[src/rtl/bcd_pkg.sv]
// Shared BCD constants and helpers for the multi-digit up/down counter.
package bcd_pkg;

  localparam int unsigned BCD_W   = 4;
  localparam logic [3:0]  BCD_MAX = 4'd9;
  localparam logic [3:0]  BCD_MIN = 4'd0;

  // True when a nibble holds a legal decimal digit (0..9).
  function automatic logic bcd_digit_valid(input logic [BCD_W-1:0] d);
    return (d <= BCD_MAX);
  endfunction

endpackage

[src/rtl/bcd_digit.sv]
// One registered BCD digit with load, increment and decrement.
// Out-of-range load values (A..F) are loaded as 0.
module bcd_digit
  import bcd_pkg::*;
(
  input  logic             clk,
  input  logic             reset,
  input  logic             inc,
  input  logic             dec,
  input  logic             ld,
  input  logic [BCD_W-1:0] ld_val,
  output logic [BCD_W-1:0] q,
  output logic             at_max,
  output logic             at_min
);

  logic [BCD_W-1:0] q_q;
  logic [BCD_W-1:0] q_d;

  // Next digit value: load beats inc beats dec; 9 rolls to 0 and 0 rolls to 9.
  always_comb begin
    q_d = q_q;
    if (ld) begin
      q_d = bcd_digit_valid(ld_val) ? ld_val : BCD_MIN;
    end else if (inc) begin
      q_d = (q_q == BCD_MAX) ? BCD_MIN : q_q + 4'd1;
    end else if (dec) begin
      q_d = (q_q == BCD_MIN) ? BCD_MAX : q_q - 4'd1;
    end
  end

  // Digit register, cleared asynchronously.
  always_ff @(posedge clk or negedge reset) begin
    if (!reset) q_q <= '0;
    else        q_q <= q_d;
  end

  assign q      = q_q;
  assign at_max = (q_q == BCD_MAX);
  assign at_min = (q_q == BCD_MIN);

endmodule

[src/rtl/bcd_updown_counter_n.sv]
// Multi-digit BCD up/down counter with ripple carry/borrow, parallel load,
// wrap/saturate mode, terminal-count and wrap/load-error pulses.
module bcd_updown_counter_n
  import bcd_pkg::*;
#(
  parameter int unsigned NUM_DIGITS = 2
) (
  input  logic                          clk,
  input  logic                          reset,
  input  logic                          en,
  input  logic                          up_down,
  input  logic                          sat,
  input  logic                          load,
  input  logic [BCD_W*NUM_DIGITS-1:0]   load_val,
  output logic [BCD_W*NUM_DIGITS-1:0]   count,
  output logic                          tc,
  output logic                          wrap,
  output logic                          load_err
);

  logic [NUM_DIGITS-1:0] at_max;
  logic [NUM_DIGITS-1:0] at_min;
  logic [NUM_DIGITS-1:0] dig_inc;
  logic [NUM_DIGITS-1:0] dig_dec;
  logic [NUM_DIGITS-1:0] dig_bad;
  logic [NUM_DIGITS:0]   carry;
  logic [NUM_DIGITS:0]   borrow;
  logic                  all_max;
  logic                  all_min;
  logic                  step_up;
  logic                  step_dn;
  logic                  wrap_q, wrap_d;
  logic                  load_err_q, load_err_d;

  // carry[i]/borrow[i]: every digit below i sits at 9/0; the top entry covers the whole count.
  assign carry[0]  = 1'b1;
  assign borrow[0] = 1'b1;
  assign all_max   = carry[NUM_DIGITS];
  assign all_min   = borrow[NUM_DIGITS];

  // Saturation is applied by suppressing the whole step at the limit; without it the
  // digits roll over together, which is exactly the wrap behaviour.
  assign step_up = en & ~load &  up_down & ~(sat & all_max);
  assign step_dn = en & ~load & ~up_down & ~(sat & all_min);

  for (genvar i = 0; i < NUM_DIGITS; i++) begin : g_digit
    assign carry[i+1]  = carry[i]  & at_max[i];
    assign borrow[i+1] = borrow[i] & at_min[i];
    assign dig_inc[i]  = step_up & carry[i];
    assign dig_dec[i]  = step_dn & borrow[i];
    assign dig_bad[i]  = ~bcd_digit_valid(load_val[BCD_W*i +: BCD_W]);

    bcd_digit u_digit (
      .clk    (clk),
      .reset  (reset),
      .inc    (dig_inc[i]),
      .dec    (dig_dec[i]),
      .ld     (load),
      .ld_val (load_val[BCD_W*i +: BCD_W]),
      .q      (count[BCD_W*i +: BCD_W]),
      .at_max (at_max[i]),
      .at_min (at_min[i])
    );
  end

  // Event pulses for the coming edge: wrap on an unsaturated limit crossing, error on a bad load.
  always_comb begin
    wrap_d     = en & ~load & ~sat & (up_down ? all_max : all_min);
    load_err_d = load & (|dig_bad);
  end

  // Flag registers, cleared asynchronously with the digits.
  always_ff @(posedge clk or negedge reset) begin
    if (!reset) begin
      wrap_q     <= 1'b0;
      load_err_q <= 1'b0;
    end else begin
      wrap_q     <= wrap_d;
      load_err_q <= load_err_d;
    end
  end

  assign wrap     = wrap_q;
  assign load_err = load_err_q;
  assign tc       = up_down ? all_max : all_min;

endmodule

[config.mk]
export PLATFORM = sky130hd
export DESIGN_NAME = bcd_updown_counter_n
export DESIGN_NICKNAME = d
export VERILOG_FILES = /design/src/rtl/bcd_pkg.sv /design/src/rtl/bcd_digit.sv /design/src/rtl/bcd_updown_counter_n.sv
export SDC_FILE = /design/constraint.sdc
export NUM_CORES = 1
export LEC_CHECK = 0
export ABC_CLOCK_PERIOD_IN_PS = 2900
export BUFFER_PORTS_ARGS = -buffer_cell sky130_fd_sc_hd__buf_2
export CAP_MARGIN = 20
export CORE_UTILIZATION = 50
export CTS_BUF_LIST = sky130_fd_sc_hd__clkbuf_4 sky130_fd_sc_hd__clkbuf_8
export DETAILED_ROUTE_END_ITERATION = 8
export PLACE_DENSITY = 0.87
export RECOVER_POWER = 50
export SLEW_MARGIN = 20
export SYNTH_ARGS = -nofsm -noshare
export SYNTH_HDL_FRONTEND = slang
export SYNTH_HIERARCHICAL = 1
export SYNTH_SLANG_ARGS = --single-unit
[constraint.sdc]
create_clock -name clk -period 2.9 [get_ports clk]
set_input_delay 0.58 -clock clk [delete_from_list [all_inputs] [get_ports clk]]
set_output_delay 0.58 -clock clk [all_outputs]
set_load 0.01 [all_outputs]
# Word level (Yosys, flattened, before mapping)

Cells that the tools add are included.

Word-level logic and storage cells: 51
Input port bits: 14
Register bits: 10

Reduce and logical (&&, ||, !) cells: 5
$lt $le $gt $ge: 2
Bitwise gates (word level): 21
Mux-type cells: 13
Add/sub/neg operators: 4
Equality and inequality tests: 2

Operators by type and width:

| kind                                                               | number |
|---|---|
| 4-bit 2-to-1 mux                                                   | 12 |
| 1-bit AND                                                          | 14 |
| 4-bit by 1-bit adder with 4-bit output, second input constant      | 2 |
| 4-bit == test, second input constant                               | 2 |
| 4-bit <= comparator, second input constant                         | 2 |
| 4-bit zero test                                                    | 2 |
| 4-bit by 1-bit subtractor with 4-bit output, second input constant | 2 |
| 1-bit NOT                                                          | 7 |
| 3-bit nonzero test                                                 | 2 |
| 2-bit OR reduction                                                 | 1 |
| 1-bit 2-to-1 mux                                                   | 1 |

# Depth between registers and ports, before layout

Depth after elaboration: 9
Depth in mapped cells: 10
Depth with buffers taken out: 8

# Hierarchy

The synthesis kept the hierarchy.

By module, submodules not included:

| module               | area an instance (sq um) | cells each | instances |
|---|---|---|---|
| bcd_digit            | 356.6                    | 46         | 2 |
| bcd_updown_counter_n | 175.2                    | 17         | 1 |

# Worst setup path after synthesis

Ideal clock, no wire load.

Path type: register to register
From: register g_digit[0].u_digit.q_q[2]
To: register g_digit[1].u_digit.q_q[1]
Stages on the path, launching flop included: 9
Library setup time: 77 ps
Data arrival time: 2373 ps
Data required time: 2823 ps
Slack: 449 ps
Cells stage by stage: dfrtp_1 -> buf_2 -> nor4_1 -> inv_1 -> a2111oi_2 -> or3b_1 -> a221oi_1 -> a311oi_1 -> a21oi_1

RTL lines:

| item                                    | line                       | source |
|---|---|---|
| from (decl)                             | bcd_digit.sv:17            | `logic [BCD_W-1:0] q_q;` |
| from (signal assigned)                  | bcd_digit.sv:35            | `else q_q <= q_d;` |
| 4-bit zero test (*)                     | bcd_digit.sv:40            | `assign at_min = (q_q == BCD_MIN);` |
| named net at_min[0]                     | bcd_updown_counter_n.sv:22 | `logic [NUM_DIGITS-1:0] at_min;` |
| 1-bit AND                               | bcd_updown_counter_n.sv:48 | `assign borrow[i+1] = borrow[i] & at_min[i];` |
| 1-bit AND                               | bcd_updown_counter_n.sv:44 | `assign step_dn = en & ~load & ~up_down & ~(sat & all_min);` |
| 1-bit NOT                               | bcd_updown_counter_n.sv:44 |  |
| 1-bit AND                               | bcd_updown_counter_n.sv:44 |  |
| 1-bit AND (*)                           | bcd_updown_counter_n.sv:50 | `assign dig_dec[i] = step_dn & borrow[i];` |
| named net dig_dec[1]                    | bcd_updown_counter_n.sv:24 | `logic [NUM_DIGITS-1:0] dig_dec;` |
| 3-bit nonzero test (no source line) (*) | n/a                        |  |
| to (signal assigned)                    | bcd_digit.sv:35            |  |
| to (decl)                               | bcd_digit.sv:17            |  |

The timed path passes the listed nets; every way through them passes the cells marked *.
A chain may end at the register's enable or synchronous reset.

# Worst setup path after layout

From: register g_digit[0].u_digit.q_q[3]
To: register g_digit[1].u_digit.q_q[1]

The elaborated chain is that of the path after synthesis.

==> results.cfg <==
[timing]
fin_ws_ps = 534
drv_slew = 0
fmax_mhz = 423
timing.final.crit_period_ps = 2370
tns_ps = 0
period_share_pct = 81.6
skew_ps = 0.544
timing.final.hold_violations = 0
worst_pin_slew_ps = 707
finalSetupViolations = 0
grt_setup_unrepaired = no
relSlewSlack_pct = 52.8

[critical_path]
crit_required_ps = 3090
cp_slowest_cell = dfrtp_1
cp.arrival_ps = 2550
cp_num_buf_inv = 2
path_delay_family = compound AO/OA/AOI/OAI gates
cpPeakStageDelay_ps = 490
path_cells = nor4_1 -> buf_4 -> inv_1 -> a2111oi_2 -> or3b_1 -> a221oi_1 -> a311oi_1 -> a21oi_1
worst-path-max-fanout = 11
cp-start-kind = flip-flop
critPathCaptureType = flip-flop
worst-setup-path-type = flip-flop to flip-flop

[power_and_ir_drop]
power_density_mw_per_mm2 = 423
p_sw_share_pct = 33.1
power_frac_seq_pct = 43.4
p_switching_mw = 0.140
fin_total_pwr_mw = 0.424
combPwrFrac_pct = 27.3
pwr-share-clk_pct = 29.3
p_leak_nw = 0.431
internal_power_mw = 0.284
peakVddDrop_uv = 220

[final_layout]
syn2layout_area_growth_pct = 13.0
fillCellCount = 138
diodes = 0
drive_above_1_share_pct = 22.7
regArea_um2 = 250
nets = 143
multi_input_area_um2 = 538

[synthesis]
synth_nets = 123
yosysSeqAreaShare_pct = 28.2
synthCells = 109
yosysWarnings = 6
netlist_area_um2 = 888
ys_types = 34
avgSynthCellArea_um2 = 8.15
synth_seq_cells = 10

[worst_hold_path]
hold_class = input pin to async pin

[detailed_routing]
ant_nets = 0
routed_wl_um = 1900
dr.pass1.iters = 8
wl_per_cell_um = 13.2
viasPerCell = 6.16
drc_errors = 3
num_vias = 887
drt-initial-drc-count = 40

[placement]
pre_cts_slack_ps = 500
gp_congestion = 0.818
dpl.hpwl_um = 1420
portBuffers = 24

[grt]
overflow = 0
antenna_found_initial = 0
grt_pass1_vias = 760
grt_pass1_wl_um = 3130
grt_max_degree = 20
grt_util_all_layers_pct = 21.1

[clock_tree]
cts_resized = 0
cts_hold_buf = 0
worstSkewPairLatency_ps = 260
clkSinkCount = 10
cts.htree.levels = 1
clockBufferDepth = 2
clk_pin_slew_ps = 60
cts_tree = done
post-cts-setup-buffers = 0
clock-root-buffer = clkbuf_4
cts_made_buffers = 3

[job]
cap_violations = 0

[floorplanning]
dieArea_mm2 = 0.00195
initial_utilization_pct = 56.3
core_area_mm2 = 0.00158
ios = 25
die_y_um = 44.2
die_x_um = 44.2
num_rows = 14

[outcome]
violations = DRC
outcome = finished with violations
==> Yosys cell counts, drive strengths merged <==
cell type | instances | area, um2
nand3 | 5 | 25.0
nand2 | 9 | 33.8
nor3 | 4 | 20.0
buf | 8 | 57.6
or3b | 2 | 17.5
inv | 6 | 22.5
o21a | 2 | 15.0
o31ai | 4 | 30.0
and3 | 2 | 12.5
nand2b | 3 | 26.3
clkbuf | 4 | 15.0
a22o | 2 | 17.5
a2111oi | 3 | 32.5
nand3b | 4 | 42.5
dfrtp | 10 | 250
xnor2 | 4 | 35.0
a311oi | 3 | 26.3
a211oi | 4 | 35.0
or4 | 2 | 15.0
nor2 | 6 | 22.5
or2b | 2 | 15.0
a21oi | 6 | 30.0
nand4b | 2 | 17.5
a21boi | 1 | 7.51
a31oi | 1 | 6.26
a221oi | 2 | 17.5
o21ai | 6 | 30.0
nor4 | 2 | 12.5
==> layout make-up <==
cell class	count	area share [%]
tap	16	2.00
inverter	6	2.24
multi-input combinational	81	53.6
timing repair buffer	27	13.6
clock buffer	4	3.62
sequential	10	24.9
==> metrics by stage <==
step	instance area, um2	utilization [%]	hold slack, ps	instances
3_3_place_gp	978	62.1	445	140
3_5_place_dp	978	62.1	449	140
2_1_floorplan	888	-	284	109
4_1_cts	1010	64.4	158	144
5_1_grt	1000	63.7	289	144
6_report	1000	63.7	264	144
==> routing by layer <==
metal  up-vias  global-route usage (%)  routed length (um)
met5         -                       0                   0
met4         0                    12.1                  15
met3         2                    1.63                 148
met2        52                    33.2                 884
met1       392                    28.5                 854
li1        441                       -                   -
==> sequential cells by signal, summed over array words and instances (netlist names) <==
register           count
g_digit.u_digit/q      8
load_err               1
wrap                   1
==> kinds of logic after synthesis <==
group	synth area share (%)
flip-flops	28.2
XOR/XNOR	3.94
AO/OA/AOI/OAI	27.9
AND/OR/NAND/NOR	29.3
buffers and inverters	10.7
==> power by group through the flow <==
stage / Clock (mW) / Combinational (mW) / Sequential (mW)
global route: 0.136 / 0.129 / 0.188
global placement: 0 / 0.113 / 0.184
detailed placement: 0 / 0.117 / 0.186
CTS: 0.128 / 0.117 / 0.183
finish: 0.124 / 0.116 / 0.184
floorplan: 0 / 0.0992 / 0.168
==> path summary, 6_finish.rpt <==
path | startpoint | to | slack [ps] | cells past startpoint
worst max register to register | g_digit[0].u_digit/q[3]$_DFFE_PN0P_ | g_digit[1].u_digit/q[1]$_DFFE_PN0P_ | 530 | 8
max in group asynchronous | reset | g_digit[0].u_digit/q[1]$_DFFE_PN0P_ | 2280 | 1
worst max-delay path | g_digit[0].u_digit/q[3]$_DFFE_PN0P_ | g_digit[1].u_digit/q[1]$_DFFE_PN0P_ | 530 | 8
min in group clk | load_val[4] | g_digit[1].u_digit/q[0]$_DFFE_PN0P_ | 550 | 3
worst min register to register | g_digit[0].u_digit/q[2]$_DFFE_PN0P_ | g_digit[0].u_digit/q[2]$_DFFE_PN0P_ | 770 | 2
worst min-delay path | reset | g_digit[1].u_digit/q[2]$_DFFE_PN0P_ | 260 | 1
==> layout by cell type, fill, tap and decap left out, types with 2 or more instances in the layout <==
cell        n
clkbuf_1    5
a211oi_1    4
nand3_1     5
buf_2      19
nor3_1      4
nor2_1      6
inv_1       6
and3_1      2
buf_4       3
a221oi_1    2
or3b_1      2
a21oi_1     6
o21ai_0     6
o21a_1      2
clkbuf_4    3
o31ai_1     4
nand2_1     9
or4_1       2
a22o_1      2
nor4_1      2
or2b_1      2
nand3b_1    3
nand4b_1    2
nand2b_1    2
a2111oi_0   2
xnor2_1     4
dfrtp_1    10
a311oi_1    3
Power figures use the tool's default switching activity.
